<file path="src/rtl/regs_wb_arbiter.sv">
// Arbitrates the single register-file write port between the pipeline writeback
// stage and a FIFO-buffered auxiliary writer, and reports pending-write hazards.
module regs_wb_arbiter #(
  parameter int FIFO_DEPTH   = 2,
  parameter int STARVE_LIMIT = 4
) (
  input  logic        clk,
  input  logic        rst,
  input  logic        wb_valid,
  input  logic [4:0]  wb_addr,
  input  logic [31:0] wb_data,
  output logic        wb_stall,
  input  logic        aux_valid,
  output logic        aux_ready,
  input  logic [4:0]  aux_addr,
  input  logic [31:0] aux_data,
  input  logic [4:0]  chk1_addr,
  input  logic [4:0]  chk2_addr,
  output logic        chk1_hit,
  output logic        chk2_hit,
  output logic        RegWrite,
  output logic [4:0]  Wt_addr,
  output logic [31:0] Wt_data
);

  localparam int PTR_W = (FIFO_DEPTH > 1) ? $clog2(FIFO_DEPTH) : 1;
  localparam int CNT_W = PTR_W + 1;
  localparam int STV_W = $clog2(STARVE_LIMIT + 1);
  localparam logic [CNT_W-1:0] DEPTH_C = CNT_W'(FIFO_DEPTH);
  localparam logic [STV_W-1:0] LIMIT_C = STV_W'(STARVE_LIMIT);

  logic [4:0]       fifo_addr [FIFO_DEPTH];
  logic [31:0]      fifo_data [FIFO_DEPTH];
  logic [PTR_W-1:0] rd_ptr;
  logic [PTR_W-1:0] wr_ptr;
  logic [CNT_W-1:0] count;
  logic [STV_W-1:0] starve_cnt;

  logic fifo_empty;
  logic wb_req;
  logic force_aux;
  logic grant_aux;
  logic grant_wb;
  logic push;
  logic fifo_hit1;
  logic fifo_hit2;

  assign fifo_empty = (count == '0);
  assign aux_ready  = (count < DEPTH_C);
  assign wb_req     = wb_valid && (wb_addr != 5'd0);
  assign force_aux  = (starve_cnt == LIMIT_C) && !fifo_empty;
  assign grant_aux  = !fifo_empty && (force_aux || !wb_req);
  assign grant_wb   = wb_req && !force_aux;
  assign wb_stall   = wb_req && force_aux;
  // Writes to r0 are architecturally dead, so they are dropped at the door.
  assign push       = aux_valid && aux_ready && (aux_addr != 5'd0);

  always_ff @(posedge clk) begin
    if (push) begin
      fifo_addr[wr_ptr] <= aux_addr;
      fifo_data[wr_ptr] <= aux_data;
    end
  end

  always_ff @(posedge clk) begin
    if (!rst) begin
      rd_ptr <= '0;
      wr_ptr <= '0;
      count  <= '0;
    end else begin
      if (push) begin
        wr_ptr <= wr_ptr + PTR_W'(1);
      end
      if (grant_aux) begin
        rd_ptr <= rd_ptr + PTR_W'(1);
      end
      case ({push, grant_aux})
        2'b10:   count <= count + CNT_W'(1);
        2'b01:   count <= count - CNT_W'(1);
        default: count <= count;
      endcase
    end
  end

  // Counts consecutive cycles the pipeline beat a non-empty FIFO to the port.
  always_ff @(posedge clk) begin
    if (!rst || fifo_empty || grant_aux) begin
      starve_cnt <= '0;
    end else if (grant_wb && (starve_cnt != LIMIT_C)) begin
      starve_cnt <= starve_cnt + STV_W'(1);
    end
  end

  always_ff @(posedge clk) begin
    if (!rst) begin
      RegWrite <= 1'b0;
      Wt_addr  <= 5'd0;
      Wt_data  <= 32'd0;
    end else if (grant_aux) begin
      RegWrite <= 1'b1;
      Wt_addr  <= fifo_addr[rd_ptr];
      Wt_data  <= fifo_data[rd_ptr];
    end else if (grant_wb) begin
      RegWrite <= 1'b1;
      Wt_addr  <= wb_addr;
      Wt_data  <= wb_data;
    end else begin
      RegWrite <= 1'b0;
    end
  end

  // An entry is live when its distance from the head is below the fill count.
  always_comb begin
    logic [PTR_W-1:0] offset;
    fifo_hit1 = 1'b0;
    fifo_hit2 = 1'b0;
    offset    = '0;
    for (int i = 0; i < FIFO_DEPTH; i++) begin
      offset = PTR_W'(i) - rd_ptr;
      if ({1'b0, offset} < count) begin
        if (fifo_addr[i] == chk1_addr) fifo_hit1 = 1'b1;
        if (fifo_addr[i] == chk2_addr) fifo_hit2 = 1'b1;
      end
    end
  end

  assign chk1_hit = (chk1_addr != 5'd0) && (fifo_hit1 || (RegWrite && (Wt_addr == chk1_addr)));
  assign chk2_hit = (chk2_addr != 5'd0) && (fifo_hit2 || (RegWrite && (Wt_addr == chk2_addr)));

endmodule

</file>
<file path="config.mk">
export PLATFORM = sky130hd
export DESIGN_NAME = regs_wb_arbiter
export DESIGN_NICKNAME = d
export VERILOG_FILES = /design/src/rtl/regs_wb_arbiter.sv
export SDC_FILE = /design/constraint.sdc
export NUM_CORES = 1
export LEC_CHECK = 0
export CAP_MARGIN = 20
export CORE_MARGIN = 4
export CORE_UTILIZATION = 52
export CTS_CLUSTER_SIZE = 40
export DETAILED_ROUTE_END_ITERATION = 6
export PLACE_DENSITY = 0.9
export SETUP_SLACK_MARGIN = 0.1
export SYNTH_ARGS = -nofsm -noshare
export SYNTH_HDL_FRONTEND = slang
export SYNTH_SLANG_ARGS = --single-unit
</file>
<file path="constraint.sdc">
create_clock -name clk -period 9.51 [get_ports clk]
set_clock_uncertainty 0.2 [all_clocks]
set_input_delay 2.3775 -clock clk [delete_from_list [all_inputs] [get_ports clk]]
set_output_delay 2.3775 -clock clk [all_outputs]
set_load 0.05 [all_outputs]
</file>
==> metrics.yaml <==
ios: 130
clkSinkCount: 120
synth_edf_count: 74
clkTransAtPathRegs_ns: 0.06
drc: 0
grt_usage_pct: 21.51
power.density_nw_per_um2: 281.1
numCtsBuffers: 17
fp.coreArea_um2: 8848
crit_arrival_ns: 4.77
cpMostUsedCell: "clkdlybuf4s50_1"
cp.required_ns: 6.93
avgSynthCellArea_um2: 13.96
cts_root_buf: "clkbuf_8"
drtAntennaViolNets: 0
synthArstFlopShare_pct: 0
drive_above_1_share_pct: 10.14
die_w_um: 104.0
finalHoldViolCount: 0
synth_area_leaders: "edfxtp_1 46%, dfxtp_1 19%, mux2i_1 7.7%, a22oi_1 4.7%, xor2_1 4.4%"
wl_per_cell_um: 19.26
outcome: "finished clean"
routed-wl-met2_um: 6182
cts_setup_buffers: 0
grt_setup_unrepaired: "no"
synth_warnings: 0
syn_inst: 343
vdd.ir_drop.worst_v: 0.0001940
wl_met1_um: 4533
fin_crit_sh_pct: 77.24
grt_pass1_wl_um: 18120
synth-seq-cells: 120
grt_max_degree: 39
cts_max_level: 4
vias: 3335
tns_ns: 0
synth_common_cells: "74 x edfxtp_1, 46 x dfxtp_1, 37 x mux2i_1, 30 x a22oi_1, 30 x o21ai_1"
synth_most_common_cell: "edfxtp_1"
vias_per_cell: 5.549
fin_util_pct: 77.63
cts_tree: "yes"
drt-total-wl_um: 11570
crit_family: "buffers and inverters"
dp_hpwl_um: 7661
min_path_type: "reg -> reg"
final_nets: 571
die_y_um: 104.0
synth_top_flop_cell: "edfxtp_1"
timing.fmax_mhz: 136.1
critPathCaptureType: "output pin"
cts_resized: 0
yosysSeqAreaShare_pct: 65.64
cts_hold_buf: 0
area_delta_synth_final_pct: 43.45
drtPass1Iterations: 4
yosys.cell_types.count: 36
routabilityCongestion: 0.9194
syn_nets: 434
fin_crit_ns: 7.346
yosysTopAreaCellShare_pct: 46.41
die_area_um2: 10810
drt_iter0_markers: 128
path_class: "in -> out"
finalSetupViolations: 0
max_cap_viol_count: 0
tightest_slew_ns: 0.8380
drv_slew: 0
grt_remaining_overflow: 0
rows: 34
slowest_stage: "clkdlybuf4s50_1"
wl_met3_um: 702
clock_latency_ns: 0.50
grt_antenna_before_repair: 0
relSlewSlack_pct: 44.14
crit_buf_inv: 2
syn_area_um2: 4788
port_buffers: 129
top_layer: "met4"
power.total_uw: 1931
grt_pass1_vias: 3583
crit_fanout: 4
antenna_cells: 0
path_cells: "clkdlybuf4s50_1 -> xor2_1 -> or4_1 -> nor3_1 -> a31oi_1 -> a21oi_1 -> clkdlybuf4s50_1"
clk_path_buf_depth: 2
start_util_pct: 54.11
yosysTopAreaCell: "edfxtp_1"
leakage_uw: 0.002396
crit_path_start_kind: "input port"
cpPeakStageDelay_ns: 0.82
==> per-stage QoR <==
step                worst slack [ns]  cell area, µm²  instances  hold WS, ns
finish                         2.164            6869        601       0.2617
global route                   1.984            6869        601       0.3055
CTS                            2.157            6802        598       0.2659
detailed placement             2.163            6130        566       0.2493
global placement               2.198            6130        566       0.2298
floorplan                      2.928            4788        343       0.2173
==> layout make-up <==
class                   instances  area, µm²
inverters                       7      26.28
repair buffers                134       1374
clock inverters                14      244.0
well taps                     108      135.1
multi-input cells             200       1518
flip-flops and latches        120       3144
clock buffers                  18      427.9
fillers                       555       1979
==> flip-flops by register name (all words and copies together) (netlist names), named ones only <==
name,count
wr_ptr,1
fifo_addr,10
Wt_addr,5
RegWrite,1
count,2
fifo_data,64
rd_ptr,1
starve_cnt,3
Wt_data,32
==> power by group <==
part           total (µW)  switching (µW)  internal (µW)
clock                 717             228            488
combinational         502             302            200
sequential            712            59.6            652
total                1930             590           1340
==> cell usage in the layout (no fill, tap or decap), types with 2 or more instances in the layout <==
| cell | synthesis | routed |
|---|---|---|
| clkbuf_8 | 0 | 2 |
| edfxtp_1 | 74 | 74 |
| nor3_1 | 2 | 2 |
| buf_12 | 0 | 2 |
| inv_1 | 7 | 7 |
| clkbuf_16 | 0 | 16 |
| o21ai_1 | 30 | 30 |
| dfxtp_1 | 46 | 45 |
| a21oi_1 | 4 | 4 |
| clkinv_4 | 0 | 3 |
| nor4_1 | 4 | 4 |
| o21ai_0 | 10 | 10 |
| nor2_1 | 9 | 7 |
| nand3_1 | 4 | 4 |
| a31oi_1 | 2 | 2 |
| nand2_1 | 4 | 4 |
| a22oi_2 | 5 | 5 |
| nor2_4 | 0 | 2 |
| mux2i_1 | 37 | 37 |
| or4_1 | 6 | 6 |
| a22oi_1 | 30 | 30 |
| bufinv_16 | 0 | 6 |
| xor2_1 | 24 | 24 |
| clkdlybuf4s50_1 | 0 | 129 |
| inv_6 | 0 | 3 |
| and2_1 | 4 | 4 |
| xnor2_1 | 10 | 10 |
| buf_4 | 4 | 2 |
| ha_1 | 3 | 3 |
| mux2_2 | 2 | 2 |
==> layer usage <==
layer  vias to the layer above  global-route usage [%]
li1                       1580                       -
met1                      1633                   22.83
met2                       106                   39.79
met3                        16                   6.704
met4                         0                   7.977
met5                         -                       0
==> worst min-delay path: cells and delay by family (launching register included) <==
kind,cells,cell delay [ns]
simple gates,1,0.05
compound gates,1,0.05
flops,1,0.33
==> final timing paths <==
kind / to / from / slack [ns] / cells past startpoint
hold reg to reg: Wt_data[27] / Wt_data[27] / 0.26 / 2
setup / recovery: chk2_hit / chk2_addr[2] / 2.16 / 7
hold / removal: Wt_data[27] / Wt_data[27] / 0.26 / 2
setup reg to reg: Wt_addr[3] / count[0] / 7.09 / 6
==> kinds of logic (layout without fill, tap and decap cells) <==
group / count (synthesis) / after routing / share of synthesized area, %
mux: 39 / 39 / 8.205
buf+inv: 23 / 173 / 3.005
simple gates: 38 / 38 / 4.285
flops: 120 / 120 / 65.64
fa+ha+maj: 3 / 3 / 0.7840
xor+xnor: 34 / 34 / 6.219
compound gates: 86 / 86 / 11.86
Note: power is estimated with default switching activity, not from simulation.
